--- config.mk ---
export PLATFORM = sky130hd
export DESIGN_NAME = score_ctrl
export DESIGN_NICKNAME = d
export VERILOG_FILES = /design/src/rtl/score_ctrl.sv
export SDC_FILE = /design/constraint.sdc
export NUM_CORES = 1
export LEC_CHECK = 0
export ABC_CLOCK_PERIOD_IN_PS = 2800
export BUFFER_PORTS_ARGS = -buffer_cell sky130_fd_sc_hd__buf_2
export CAP_MARGIN = 40
export CORE_MARGIN = 2
export CORE_UTILIZATION = 45
export CTS_CLUSTER_DIAMETER = 30
export DETAILED_ROUTE_END_ITERATION = 12
export PLACE_DENSITY = 0.62
export SETUP_SLACK_MARGIN = 0.15
export SYNTH_ARGS = -nofsm -noshare
export SYNTH_HDL_FRONTEND = slang
export SYNTH_SLANG_ARGS = --single-unit
export TNS_END_PERCENT = 30
--- constraint.sdc ---
create_clock -name clk -period 2.8 [get_ports clk]
set_input_delay 0.56 -clock clk [delete_from_list [all_inputs] [get_ports clk]]
set_output_delay 0.56 -clock clk [all_outputs]
set_load 0.05 [all_outputs]
--- src/rtl/score_ctrl.sv ---
// Pong match sequencer and scoreboard: serve/play/over FSM, per-player BCD scores,
// and six registered digit codes for the seven-segment decoder (15 = blank).
module score_ctrl #(
  parameter int WIN_SCORE    = 11,
  parameter int SERVE_CYCLES = 50_000_000,
  parameter int BLINK_CYCLES = 25_000_000
) (
  input  logic       clk,
  input  logic       resetn,
  input  logic       start,
  input  logic       point_p1,
  input  logic       point_p2,
  output logic [3:0] seg0,
  output logic [3:0] seg1,
  output logic [3:0] seg2,
  output logic [3:0] seg3,
  output logic [3:0] seg4,
  output logic [3:0] seg5,
  output logic       play_active,
  output logic       serve_go,
  output logic       game_over,
  output logic [1:0] winner
);

  localparam int SW = (SERVE_CYCLES > 1) ? $clog2(SERVE_CYCLES) : 1;
  localparam int BW = (BLINK_CYCLES > 1) ? $clog2(BLINK_CYCLES) : 1;
  localparam logic [SW-1:0] SERVE_LAST = SW'(SERVE_CYCLES - 1);
  localparam logic [BW-1:0] BLINK_LAST = BW'(BLINK_CYCLES - 1);
  localparam logic [7:0]    WIN_BCD    = {4'(WIN_SCORE / 10), 4'(WIN_SCORE % 10)};
  localparam logic [3:0]    BLANK      = 4'hF;

  typedef enum logic [1:0] {IDLE, SERVE, PLAY, OVER} state_t;

  state_t          state, nxt;
  logic [SW-1:0]   serve_cnt, serve_cnt_d;
  logic [BW-1:0]   blink_cnt, blink_cnt_d;
  logic            blink_off, blink_off_d;
  logic [7:0]      p1_score, p2_score, p1_d, p2_d, p1_inc, p2_inc;
  logic [1:0]      winner_d;
  logic            play_d, go_d, over_d;
  logic [3:0]      seg3_d;
  logic            hit1, hit2;

  // BCD +1 with carry from ones into tens; holds at 99.
  function automatic logic [7:0] bcd_inc(input logic [7:0] s);
    if (s == 8'h99)
      return s;
    if (s[3:0] == 4'd9)
      return {s[7:4] + 4'd1, 4'd0};
    return {s[7:4], s[3:0] + 4'd1};
  endfunction

  // Simultaneous pulses cancel each other.
  assign hit1   = point_p1 & ~point_p2;
  assign hit2   = point_p2 & ~point_p1;
  assign p1_inc = bcd_inc(p1_score);
  assign p2_inc = bcd_inc(p2_score);

  always_ff @(posedge clk or negedge resetn) begin
    if (!resetn)
      state <= IDLE;
    else
      state <= nxt;
  end

  always_comb begin
    nxt = state;
    case (state)
      IDLE:  if (start) nxt = SERVE;
      SERVE: if (!start && serve_cnt == SERVE_LAST) nxt = PLAY;
      PLAY: begin
        if (hit1)
          nxt = (p1_inc == WIN_BCD) ? OVER : SERVE;
        else if (hit2)
          nxt = (p2_inc == WIN_BCD) ? OVER : SERVE;
      end
      OVER:  if (start) nxt = SERVE;
      default: nxt = IDLE;
    endcase
  end

  always_comb begin
    p1_d     = p1_score;
    p2_d     = p2_score;
    winner_d = winner;
    if (state == PLAY && hit1)
      p1_d = p1_inc;
    if (state == PLAY && hit2)
      p2_d = p2_inc;
    if (state == PLAY && nxt == OVER)
      winner_d = hit1 ? 2'd1 : 2'd2;
    if (state == OVER && start) begin
      p1_d     = 8'h00;
      p2_d     = 8'h00;
      winner_d = 2'd0;
    end

    // Any (re)entry into SERVE, including a restart by start, begins a fresh hold.
    serve_cnt_d = (state == SERVE && nxt == SERVE && !start) ? serve_cnt + SW'(1) : '0;

    if (state == OVER && nxt == OVER) begin
      blink_cnt_d = (blink_cnt == BLINK_LAST) ? '0 : blink_cnt + BW'(1);
      blink_off_d = blink_off ^ (blink_cnt == BLINK_LAST);
    end else begin
      blink_cnt_d = '0;
      blink_off_d = 1'b0;
    end

    play_d = (nxt == PLAY);
    go_d   = (state == SERVE) && (nxt == PLAY);
    over_d = (nxt == OVER);
    seg3_d = (over_d && !blink_off_d) ? {2'b00, winner_d} : BLANK;
  end

  always_ff @(posedge clk or negedge resetn) begin
    if (!resetn) begin
      serve_cnt   <= '0;
      blink_cnt   <= '0;
      blink_off   <= 1'b0;
      p1_score    <= 8'h00;
      p2_score    <= 8'h00;
      winner      <= 2'd0;
      play_active <= 1'b0;
      serve_go    <= 1'b0;
      game_over   <= 1'b0;
      seg3        <= BLANK;
    end else begin
      serve_cnt   <= serve_cnt_d;
      blink_cnt   <= blink_cnt_d;
      blink_off   <= blink_off_d;
      p1_score    <= p1_d;
      p2_score    <= p2_d;
      winner      <= winner_d;
      play_active <= play_d;
      serve_go    <= go_d;
      game_over   <= over_d;
      seg3        <= seg3_d;
    end
  end

  assign seg0 = p1_score[3:0];
  assign seg1 = p1_score[7:4];
  assign seg2 = BLANK;
  assign seg4 = p2_score[3:0];
  assign seg5 = p2_score[7:4];

endmodule

; ---- Word level (Yosys, flattened, before mapping)
; Cells that the tools add are included.
[word_totals]
ff_bits = 79
mem_bits_ro = 0
elab_cells = 85
latchBits = 0
output_inout_bits = 29
memories = 0
input_bits = 5
mem_bits_rw = 0
[classes]
n_eq_ne = 14
div = 0
n_mul = 0
n_shift = 0
order_cmp = 0
reduce_logical = 16
bitwise = 5
addsub = 6
muxes = 33
[ops]
columns = cell, n
row1 = $mux W8, 12
row2 = $mux W25, 2
row3 = $add A26 B1 Y26 const B, 1
row4 = $eq A26 B26 Y1 const B, 1
row5 = $mux W26, 1
row6 = $add A25 B1 Y25 const B, 1
row7 = $eq A25 B25 Y1 const B, 1
row8 = $mux W2, 9
row9 = $add A4 B1 Y4 const B, 4
row10 = $eq A8 B5 Y1 const B, 2
row11 = $eq A8 B8 Y1 const B, 2
row12 = $logic_and A1 B1 Y1, 10
row13 = $eq A2 B2 Y1 const B, 4
row14 = $eq A4 B4 Y1 const B, 2
row15 = $mux W1, 7
row16 = $pmux W2 S3, 1
row17 = $eq A2 B1 Y1 const B, 2
row18 = $mux W4, 1
row19 = $reduce_bool A2 Y1, 2
row20 = $and A1 B1 Y1, 2
row21 = $logic_not A1 Y1, 2
row22 = $logic_not A2 Y1, 1
row23 = $not A1 Y1, 2
row24 = $reduce_or A2 Y1, 1
row25 = $xor A1 B1 Y1, 1

; ---- Logic depth before layout (Yosys ltp)
[logic_depth]
depth_word = 16
depth_mapped = 10
ltp_nobuf = 8

; ---- Worst setup path after synthesis
; Ideal clock, no wire load.
[synth_path]
path_type = register to register
from = register p2_score[1]
to = register blink_cnt[15]
setup_ns = 0.082
stages_incl_launch_ff = 10
setup_slack_ns = -0.072
arrival_time_ns = 2.790
required_time_ns = 2.718
n_path_buf = 3
path_cell_list = dfrtp_1 > buf_6 > or4_1 > a21oi_1 > nand3_1 > a211o_1 > or4b_1 > buf_2 > buf_6 > nor3_2
[synth_via]
elab_chain_cells = 13
[synth_rtl]
columns = element, line
row1 = "start, declared", 38  ; logic [7:0] p1_score, p2_score, p1_d, p2_d, p1_inc, p2_inc;
row2 = "start signal, assigned", 132  ; p2_score <= p2_d;
row3 = $eq A4 B4 Y1, 48  ; if (s[3:0] == 4'd9)
row4 = $mux W1 (2 in series), 48
row5 = $mux W8, 50  ; return {s[7:4], s[3:0] + 4'd1};
row6 = $mux W8 *, 48
row7 = $eq A8 B5 Y1 *, 75  ; nxt = (p2_inc == WIN_BCD) ? OVER : SERVE;
row8 = $mux W2 *, 75
row9 = $mux W2 *, 74  ; else if (hit2)
row10 = $mux W2 *, 72  ; if (hit1)
row11 = $pmux W2 S3 *, 68  ; case (state)
row12 = $eq A2 B2 Y1 *, 101  ; if (state == OVER && nxt == OVER) begin
row13 = $logic_and A1 B1 Y1 *, 101
row14 = $mux W25 *, 101
row15 = via blink_cnt_d[15], 36  ; logic [BW-1:0] blink_cnt, blink_cnt_d;
row16 = "end signal, assigned", 129  ; blink_cnt <= blink_cnt_d;
row17 = "end, declared", 36
; Mark *: on every way through the listed nets, which the timed path passes. The rest lies on a longest branch. The select of a mux whose other input is x is not followed.
; A chain may end at the register's enable or synchronous reset.

; ---- Worst setup path after layout
[layout_path]
from = register p1_score[4]
to = register blink_cnt[5]
[layout_via]
elab_chain_cells = 11
[layout_rtl]
columns = element, line
row1 = "start, declared", 38
row2 = "start signal, assigned", 131  ; p1_score <= p1_d;
row3 = $add A4 B1 Y4 or $mux W8 (tied branches), "49, 46"
row4 = $mux W8, 48
row5 = $mux W8, 50
row6 = $mux W8 *, 48
row7 = $eq A8 B5 Y1 *, 73  ; nxt = (p1_inc == WIN_BCD) ? OVER : SERVE;
row8 = $mux W2 *, 73
row9 = $mux W2 *, 72
row10 = $pmux W2 S3 *, 68
row11 = $eq A2 B2 Y1 *, 101
row12 = $logic_and A1 B1 Y1 *, 101
row13 = $mux W25 *, 101
row14 = via blink_cnt_d[5], 36
; Marked as above.

==> run_results.csv <==
group,metric,value,unit
power,p_sw,1.17,mW
synth,synth.distinct_cells,46,
setup_path,rrSetupSlack,0.1,ns
power,cellLeakagePower,2.05,nW
timing,worst_pin_slew,0.766,ns
setup_path,worstSetupEndpointType,"register",
route,drt_pass1_iterations,4,
status,outcome,"complete, no violations",
cts,numCtsBuffers,9,
power,p_clk_share,27.3,%
route,vias_per_cell,5.31,
cts,clock-sinks,78,
finish,layout.nets,487,
timing,fin_crit,2.70,ns
synth,synth_xor_area_share,11.5,%
timing,hold_viol_final,0,
setup_path,reg2reg_to,"blink_cnt[5]",
finish,instances_no_fill,586,
finish,drive_above_1_share,20.9,%
setup_path,required,3.07,ns
synth,yosys_warnings,0,
place,gp_congestion,0.783,
cts,clock_path_buffers,2,
synth,synth_ff_type,"dfrtp_1",
synth,synth_compound_area_share,5.45,%
finish,antenna_cells,0,
synth,synthAdderAreaFrac,2.74,%
floorplanning,ios,34,
timing,rsz0062_at_grt,"true",
synth,synth_edf_count,0,
route,wirelength,8360,um
synth,synth_simple_gate_area_share,28.2,%
timing,maxSlewHeadroom,48.5,%
synth,synth.avg_cell_area,9.69,sq um
synth,synth_top_family_by_area,"simple AND/OR/NAND/NOR gates",
setup_path,start_kind,"register",
setup_path,crit_type,"reg2reg",
route,dr_total_vias,3110,
cts,cts_tree,"done",
synth,yosysSeqAreaShare,47.6,%
timing,fin_crit_sh,96.5,%
floorplanning,die_area,0.00991,sq mm
setup_path,critPathMaxFanout,7,
route,wire_per_inst,14.3,um
place,io_buffers,29,
min_path,worstHoldPathType,"in2async",
power,p_total,3.18,mW
synth,async_flop_share,100,%
floorplanning,die_h,99.5,um
timing,setup_violations,0,
power,switching_share,36.9,%
job,maxCapViolCount,0,
power,combPwrFrac,31.0,%
synth,muxShareOfSynthArea,0.487,%
cts,cts_htree_levels,3,
place,dp.final_hpwl,5530,um
synth,yosysTopAreaCellShare,45.7,%
global_routing,grt.overflow.total,0,
floorplanning,rows,34,
route,drt_iter0_drc,117,
place,place_inst,562,
setup_path,cp.arrival,2.97,ns
global_routing,grt_pass1_wl,14000,um
floorplanning,dieWidth,99.5,um
power,powerDensity,666,mW/mm^2
timing,report.final.slew_viol_count,0,
floorplanning,core_area,0.00881,sq mm
cts,ctsHoldBuffers,0,
finish,final_util,54.1,%
cts,clk_pin_slew,0.08,ns
power,sequentialPowerShare,41.7,%
power,ir_drop,0.391,mV
global_routing,grt.total_usage,17.5,%
global_routing,grt_max_degree,45,
global_routing,antenna_found_initial,0,
synth,syn_area,0.00411,sq mm
synth,synth-seq-cells,78,
power,intPower,2.00,mW
synth,synth_top_cell_by_area,"dfrtp_1",
cts,cts-root-buf,"clkbuf_8",
timing,fmax,370,MHz
route,ant_nets,0,
synth,synth_cells,424,
global_routing,grt_pass1_vias,2950,
cts,clock_latency,0.36,ns
route,post-route-drc-count,0,
finish,area_growth,16.1,%
floorplanning,initial_core_util,46.6,%
setup_path,worstReg2RegStart,"p1_score[4]",
timing,tns,0,ns
timing,skew,0.0132,ns
synth,synthTopCellsByArea,"dfrtp_1 46%, xor2_1 8.1%, nor2_1 5.2%",
setup_path,reg2reg_depth,9,
## power groups by stage
stage | sequential, mW | clock (mW) | combinational [mW]
final | 1.32 | 0.866 | 0.984
after global routing | 1.34 | 0.938 | 1.08
after CTS | 1.32 | 0.896 | 0.964
after detailed placement | 1.35 | 0 | 0.946
after global placement | 1.35 | 0 | 0.936
after floorplan | 1.64 | 0 | 0.421
## flip-flops by register name, summed over array words and instances (netlist names)
| name | flops |
|---|---|
| blink_off | 1 |
| game_over | 1 |
| serve_cnt | 26 |
| winner | 2 |
| blink_cnt | 25 |
| state | 2 |
| seg3 | 3 |
| p1_score | 8 |
| serve_go | 1 |
| p2_score | 8 |
| play_active | 1 |
## Yosys cell counts (2+ instances only)
| cell | number |
|---|---|
| o21ai_0 | 6 |
| nor3_2 | 14 |
| and4_1 | 8 |
| clkbuf_1 | 6 |
| nand3_1 | 22 |
| nor4b_1 | 3 |
| nand4_1 | 17 |
| xnor2_1 | 16 |
| o211ai_1 | 2 |
| nor2b_1 | 4 |
| and3_1 | 6 |
| nor4_1 | 10 |
| nand2b_1 | 2 |
| ha_1 | 9 |
| mux2i_1 | 2 |
| dfrtp_1 | 75 |
| or4_1 | 3 |
| nand3b_1 | 3 |
| nor3b_1 | 2 |
| buf_2 | 2 |
| dfstp_2 | 3 |
| nand2_1 | 33 |
| or3_1 | 3 |
| buf_6 | 3 |
| a21oi_1 | 19 |
| buf_4 | 5 |
| inv_1 | 15 |
| or2_2 | 2 |
| a311oi_1 | 2 |
| xor2_1 | 38 |
| nor2_1 | 57 |
| o31ai_1 | 2 |
| nor3_1 | 17 |
## stage by stage
| step | hold WS, ns | area (sq um) | worst slack (ns) |
|---|---|---|---|
| 3_3_place_gp | 0.472 | 4450 | 0.163 |
| 4_1_cts | 0.165 | 4670 | 0.179 |
| 3_5_place_dp | 0.486 | 4450 | 0.0565 |
| 2_1_floorplan | 0.264 | 4140 | 0.139 |
| 5_1_grt | 0.190 | 4770 | 0.0129 |
| 6_report | 0.147 | 4770 | 0.0969 |
## cell type report
type	count	area, sq um
Clock buffer	13	159
Sequential cell	78	1970
Tap cell	108	135
Clock inverter	3	43.8
Timing Repair Buffer	51	370
Inverter	15	56.3
Fill cell	802	4040
Multi-Input combinational cell	318	2040
## cells by family after synthesis
| group | after synthesis |
|---|---|
| AO/OA/AOI/OAI | 37 |
| XOR/XNOR | 54 |
| adder cells (fa/ha/maj) | 9 |
| buffers and inverters | 31 |
| flip-flops | 78 |
| multiplexers | 2 |
| other | 1 |
| AND/OR/NAND/NOR | 212 |
## metal layers
layer	wire length (um)	vias up	track usage, %
met3	333	8	4.43
met2	3800	54	26.1
met4	99	0	5.37
met1	4130	1480	25.2
met5	0	-	0
li1	-	1568	-
## layout by cell type, fill, tap and decap left out, types with 6 or more instances in the layout
| cell | count |
|---|---|
| and4_1 | 8 |
| and3_1 | 6 |
| nand2_1 | 33 |
| xnor2_1 | 16 |
| nand4_1 | 17 |
| dfrtp_1 | 66 |
| buf_4 | 18 |
| nor2_1 | 57 |
| nor3_2 | 15 |
| nor4_1 | 9 |
| ha_1 | 9 |
| nand3_1 | 22 |
| dfrtp_2 | 9 |
| a21oi_1 | 19 |
| clkbuf_8 | 11 |
| o21ai_0 | 6 |
| buf_2 | 29 |
| xor2_1 | 38 |
| nor3_1 | 15 |
| inv_1 | 15 |
## how the worst max path moves through the flow
stage,from,cells past startpoint,endpoint
floorplan,p2_score[1],9,blink_cnt[12]
global placement,serve_cnt[0],8,blink_cnt[1]
detailed placement,serve_cnt[0],8,blink_cnt[1]
CTS,p1_score[4],8,blink_cnt[1]
global route,p1_score[5],10,blink_cnt[21]
finish,p1_score[4],9,blink_cnt[5]
## critical path: stages, from the launching register on
cell	delay, ns
dfrtp_2	0.43
ha_1	0.19
and3b_2	0.23
or4_1	0.42
a31oi_1	0.19
nor4_1	0.08
buf_2	0.16
or4b_4	0.58
buf_12	0.17
nor3_1	0.16
## repair_timing
action / CTS / global route
gates cloned: 0 / 2
resized for setup: 2 / 5
buffers inserted: 2 / 3
setup endpoints to repair: 16 / 26
pin swaps: 0 / 1
No activity file was read; power rests on OpenSTA's default activity.
